## config.mk

```make
export PLATFORM = sky130hd
export DESIGN_NAME = host_sequencer_flat
export DESIGN_NICKNAME = d
export VERILOG_FILES = /design/src/rtl/host_sequencer_if.sv /design/src/rtl/host_sequencer.sv /design/src/flat_wrapper.sv
export SDC_FILE = /design/constraint.sdc
export NUM_CORES = 1
export LEC_CHECK = 0
export ABC_AREA = 1
export CORE_MARGIN = 4
export CORE_UTILIZATION = 43
export DETAILED_ROUTE_END_ITERATION = 16
export PLACE_DENSITY = 0.85
export SKIP_LAST_GASP = 1
export SYNTH_ARGS = -nofsm -noshare
export SYNTH_HDL_FRONTEND = slang
export SYNTH_SLANG_ARGS = --single-unit
```

## constraint.sdc

```tcl
create_clock -name clk -period 1.6 [get_ports clk]
set_clock_uncertainty 0.2 [all_clocks]
set_input_delay 0.32 -clock clk [delete_from_list [all_inputs] [get_ports clk]]
set_output_delay 0.32 -clock clk [all_outputs]
set_load 0.05 [all_outputs]
```

## src/rtl/host_sequencer_if.sv

```systemverilog
// host_sequencer_if: start/status, load stream, core handshake, memory port and result stream of host_sequencer
interface host_sequencer_if #(parameter int AW = 8);
  logic start, busy, ld_valid, ld_ready, req, done, mem_we, rd_valid, rd_last, rd_ready, fin, err;
  logic [7:0] ld_data, mem_wdata, mem_rdata, rd_data;
  logic [AW-1:0] mem_addr;
  modport master (
    input  start, ld_valid, ld_data, done, mem_rdata, rd_ready,
    output busy, ld_ready, req, mem_addr, mem_wdata, mem_we, rd_valid, rd_data, rd_last, fin, err
  );
  modport slave (
    output start, ld_valid, ld_data, done, mem_rdata, rd_ready,
    input  busy, ld_ready, req, mem_addr, mem_wdata, mem_we, rd_valid, rd_data, rd_last, fin, err
  );
endinterface

```

## src/rtl/host_sequencer.sv

```systemverilog
// host_sequencer: preloads data memory, runs one req/done handshake with timeout, drains results
module host_sequencer #(
  parameter int AW       = 8,
  parameter int N_IN     = 4,
  parameter int N_OUT    = 2,
  parameter int IN_BASE  = 0,
  parameter int OUT_BASE = 64,
  parameter int TW       = 12,
  parameter int TIMEOUT  = 4000
) (
  input logic clk,
  input logic reset,
  host_sequencer_if.master bus
);
  typedef enum logic [2:0] {IDLE, LOAD, REQ, RUN, DRAIN, FIN} state_t;
  localparam logic [AW-1:0] IN_LAST  = AW'(N_IN - 1);
  localparam logic [AW-1:0] OUT_LAST = AW'(N_OUT - 1);
  localparam logic [AW-1:0] IB       = AW'(IN_BASE);
  localparam logic [AW-1:0] OB       = AW'(OUT_BASE);
  localparam logic [TW-1:0] CNT_LAST = TW'(TIMEOUT - 1);
  state_t state;
  logic [AW-1:0] idx;
  logic [TW-1:0] cnt;
  logic err, in_load, in_drain;
  always_ff @(posedge clk or negedge reset)
    if (!reset) begin
      state <= IDLE;
      idx   <= '0;
      cnt   <= '0;
      err   <= 1'b0;
    end else
      case (state)
        IDLE: if (bus.start) begin
          err   <= 1'b0;
          idx   <= '0;
          state <= (N_IN > 0) ? LOAD : REQ;
        end
        LOAD: if (bus.ld_valid) begin
          idx   <= (idx == IN_LAST) ? '0 : idx + 1'b1;
          state <= (idx == IN_LAST) ? REQ : LOAD;
        end
        REQ: begin
          cnt   <= '0;
          state <= RUN;
        end
        // done takes priority over a timeout landing in the same cycle
        RUN: if (bus.done) begin
          idx   <= '0;
          state <= (N_OUT > 0) ? DRAIN : FIN;
        end else if (cnt == CNT_LAST) begin
          err   <= 1'b1;
          state <= IDLE;
        end else
          cnt <= cnt + 1'b1;
        DRAIN: if (bus.rd_ready) begin
          idx   <= idx + 1'b1;
          state <= (idx == OUT_LAST) ? FIN : DRAIN;
        end
        FIN: state <= IDLE;
        default: state <= IDLE;
      endcase
  assign in_load       = state == LOAD;
  assign in_drain      = state == DRAIN;
  assign bus.busy      = state != IDLE;
  assign bus.ld_ready  = in_load;
  assign bus.req       = state == REQ;
  assign bus.fin       = state == FIN;
  assign bus.err       = err;
  assign bus.mem_addr  = in_load ? IB + idx : in_drain ? OB + idx : '0;
  assign bus.mem_we    = in_load & bus.ld_valid;
  assign bus.mem_wdata = in_load ? bus.ld_data : '0;
  assign bus.rd_valid  = in_drain;
  assign bus.rd_data   = in_drain ? bus.mem_rdata : '0;
  assign bus.rd_last   = in_drain & (idx == OUT_LAST);
endmodule

```

## src/flat_wrapper.sv

```systemverilog
// flat-port wrapper written by rule: the top's interface ports become plain ports
module host_sequencer_flat 
#(
  parameter int AW       = 8,
  parameter int N_IN     = 4,
  parameter int N_OUT    = 2,
  parameter int IN_BASE  = 0,
  parameter int OUT_BASE = 64,
  parameter int TW       = 12,
  parameter int TIMEOUT  = 4000
)
  (clk, reset, bus_start, bus_ld_valid, bus_ld_data, bus_done, bus_mem_rdata, bus_rd_ready, bus_busy, bus_ld_ready, bus_req, bus_mem_addr, bus_mem_wdata, bus_mem_we, bus_rd_valid, bus_rd_data, bus_rd_last, bus_fin, bus_err);
  host_sequencer_if #(.AW(AW)) bus_i ();
  input logic clk;
  input logic reset;
  input wire logic [$bits(bus_i.start)-1:0] bus_start;
  input wire logic [$bits(bus_i.ld_valid)-1:0] bus_ld_valid;
  input wire logic [$bits(bus_i.ld_data)-1:0] bus_ld_data;
  input wire logic [$bits(bus_i.done)-1:0] bus_done;
  input wire logic [$bits(bus_i.mem_rdata)-1:0] bus_mem_rdata;
  input wire logic [$bits(bus_i.rd_ready)-1:0] bus_rd_ready;
  output wire logic [$bits(bus_i.busy)-1:0] bus_busy;
  output wire logic [$bits(bus_i.ld_ready)-1:0] bus_ld_ready;
  output wire logic [$bits(bus_i.req)-1:0] bus_req;
  output wire logic [$bits(bus_i.mem_addr)-1:0] bus_mem_addr;
  output wire logic [$bits(bus_i.mem_wdata)-1:0] bus_mem_wdata;
  output wire logic [$bits(bus_i.mem_we)-1:0] bus_mem_we;
  output wire logic [$bits(bus_i.rd_valid)-1:0] bus_rd_valid;
  output wire logic [$bits(bus_i.rd_data)-1:0] bus_rd_data;
  output wire logic [$bits(bus_i.rd_last)-1:0] bus_rd_last;
  output wire logic [$bits(bus_i.fin)-1:0] bus_fin;
  output wire logic [$bits(bus_i.err)-1:0] bus_err;
  assign bus_i.start = bus_start;
  assign bus_i.ld_valid = bus_ld_valid;
  assign bus_i.ld_data = bus_ld_data;
  assign bus_i.done = bus_done;
  assign bus_i.mem_rdata = bus_mem_rdata;
  assign bus_i.rd_ready = bus_rd_ready;
  assign bus_busy = bus_i.busy;
  assign bus_ld_ready = bus_i.ld_ready;
  assign bus_req = bus_i.req;
  assign bus_mem_addr = bus_i.mem_addr;
  assign bus_mem_wdata = bus_i.mem_wdata;
  assign bus_mem_we = bus_i.mem_we;
  assign bus_rd_valid = bus_i.rd_valid;
  assign bus_rd_data = bus_i.rd_data;
  assign bus_rd_last = bus_i.rd_last;
  assign bus_fin = bus_i.fin;
  assign bus_err = bus_i.err;
  host_sequencer #(.AW(AW), .N_IN(N_IN), .N_OUT(N_OUT), .IN_BASE(IN_BASE), .OUT_BASE(OUT_BASE), .TW(TW), .TIMEOUT(TIMEOUT)) u_core (.clk(clk), .reset(reset), .bus(bus_i));
endmodule
```

==> results <==
==> routing by layer <==
| metal | global-route usage | wire length, um | vias up |
|---|---|---|---|
| met4 | 0.2515 | 1511 | 0 |
| met1 | 0.3997 | 3898 | 1394 |
| met3 | 0.1012 | 2023 | 185 |
| met2 | 0.6063 | 5387 | 433 |
| li1 | - | - | 1159 |
| met5 | 0 | 0 | - |
==> path summary, 6_finish.rpt <==
check                                 from              end
setup / recovery           u_core.state[0]  bus_mem_addr[6]
hold / removal                       reset    u_core.idx[5]
setup reg to reg           u_core.state[2]    u_core.idx[4]
hold reg to reg             u_core.cnt[11]   u_core.cnt[11]
max in group asynchronous            reset    u_core.cnt[3]
min in group clk            u_core.cnt[11]   u_core.cnt[11]
==> state kept, by name, summed over array words and instances (netlist names) <==
signal / count
u_core.cnt: 12
u_core.idx: 8
u_core.state: 3
u_core.bus.err: 1
==> what timing repair did <==
action,CTS,global route
resized for setup,49,42
pin swaps,19,18
gates cloned,0,0
endpoints found under the setup margin,54,55
buffers inserted,13,18
==> final cells by class <==
type / instances / area, um2 / share of cell area
multi-input cells: 207 / 1454 / 0.3711
flip-flops and latches: 24 / 601.8 / 0.1536
well taps: 50 / 62.56 / 0.01597
inverters: 54 / 212.7 / 0.05430
clock buffers: 3 / 41.29 / 0.01054
clock inverters: 1 / 30.03 / 0.007665
repair buffers: 127 / 1515 / 0.3868
==> per-stage QoR <==
| stage | utilization | setup TNS (ns) | area, um2 |
|---|---|---|---|
| floorplan | - | -11.18 | 2076 |
| global placement | 0.8200 | -3.260 | 3351 |
| detailed placement | 0.8200 | -5.736 | 3351 |
| CTS | 0.8983 | -13.23 | 3671 |
| global route | 0.9587 | -24.65 | 3918 |
| finish | 0.9587 | -23.84 | 3918 |
==> cell usage after synthesis (all sizes together) <==
library cell / instances
a21oi: 3
a31oi: 1
buf: 5
clkbuf: 2
dfrtp: 24
ha: 4
inv: 54
nand2: 86
nand3: 29
nand3b: 1
nand4: 14
nor2: 46
nor3: 2
o211ai: 1
o21ai: 11
o21bai: 2
or2: 1
xnor2: 1
xor2: 5
==> where the power goes <==
| group | total (mW) | leakage (nW) | switching [mW] | internal, mW |
|---|---|---|---|---|
| sequential | 0.781 | 0.327 | 0.0966 | 0.684 |
| clock | 0.591 | 0.0357 | 0.255 | 0.336 |
| combinational | 4.16 | 1.51 | 2.44 | 1.72 |
| total | 5.53 | 1.88 | 2.79 | 2.74 |
==> worst register-to-register path, delay by kind of cell, from the launching register on <==
kind / cells / cell delay (ns)
and+or+nand+nor: 5 / 0.73
buffers and inverters: 4 / 0.46
DFF: 1 / 0.47
AOI/OAI and AO/OA: 1 / 0.12
==> cell families after synthesis <==
| group | synth area share |
|---|---|
| buf+inv | 0.1313 |
| simple gates | 0.4370 |
| xor+xnor | 0.02828 |
| fa+ha+maj | 0.02694 |
| flops | 0.3232 |
| compound gates | 0.05320 |
==> metrics.cfg <==
[status]
status=finished with violations
violations=negative setup slack

[routing]
detail-route-antenna-nets=0
vias_per_cell=6.805
drc=0
drt-total-wl_um=12820
wl_per_cell_um=27.51
vias=3171
dr.pass1.iters=13
dr.first_iter.drc_count=979

[clock_network]
clock-root-buffer=clkbuf_8
clk_latency_ns=0.30
clk_pin_slew_ns=0.12
numCtsBuffers=3
ctsHoldBuffers=0
htreeDepth=1
cts_sinks=24
cts_buffer_depth=2
cts_tree=done

[synthesis]
netlist_area_um2=1858
synth_seq_cells=24
syn-num-nets=318
synth.area.top_cells=dfrtp_1, nand2_1, inv_1, nor2_1, nand3_1
ys_seq_area_frac=0.3232
ys_types=28
synth.largest_area_cell=dfrtp_1
netlist_instances=292
ys_warn_count=0
synth_top_area_share=0.3232
syn_area_per_cell_um2=6.363

[timing]
max_freq_ghz=0.4563
relSlewSlack=0.6842
fin_ws_ns=-0.5914
fin_crit_sh=1.370
fin_crit_ns=2.191
rsz0062_at_grt=true
hold_viol_final=0
holdWs_ns=0.1575
worstMarginPinSlew_ns=0.4702
setup_viol=55
slew_viol_final=0

[power_and_ir_drop]
power_mw=5.533
ir_worst_vdd_mv=1.185
power.density_nw_per_um2=1412
leakagePower_nw=1.877

[global_route]
grt_usage=0.3653
grt-ovfl-total=0
grt_start_max_net_pins=25
grt_pass1_vias=2856
grt_pass1_wl_um=14910
antenna_found_initial=0

[setup_path]
ff2ff_path_depth=10
crit_slowest_cell=dfrtp_1
crit_family=buffers and inverters
path_cells=inv_2 -> nand2_4 -> nor2_4 -> inv_2 -> buf_6 -> o21ai_4 -> buf_12
path_max_fanout=3
r2r_slack_ns=-0.44
crit_arrival_ns=1.67
startpoint_type=flip-flop
critPathBufInv=4
cp.depth=7
crit_top_cell=inv_2
critPathCaptureType=output pin
slowest_delay_ns=0.44
critPathRequiredTime_ns=1.08
criticalPathCategory=reg -> out

[placement]
port_buffers=53
pre_cts_ws_ns=-0.1846
place_congestion=0.8905
dp_hpwl_um=5302
placedCellCount=439

[final_layout]
area_delta_synth_final_pct=110.8
layout-drive-gt1-share=0.4808
diodes=0
layout_commonest_cell=nand2_1
final_cell_mix=nand2_1, buf_4, inv_1
fillCellCount=100
nNetsFinal=443
finalNonFillerCells=466

[floorplan]
die-area_um2=5437
core_area_um2=4086
initial_core_util=0.4547
row_count=23
num_io_pins=54
die_h_um=73.74
die_w_um=73.74

[flow_run]
cap_viol_max_count=0

[min_path]
hold_path_class=in -> async

(Power assumes the default switching activity.)
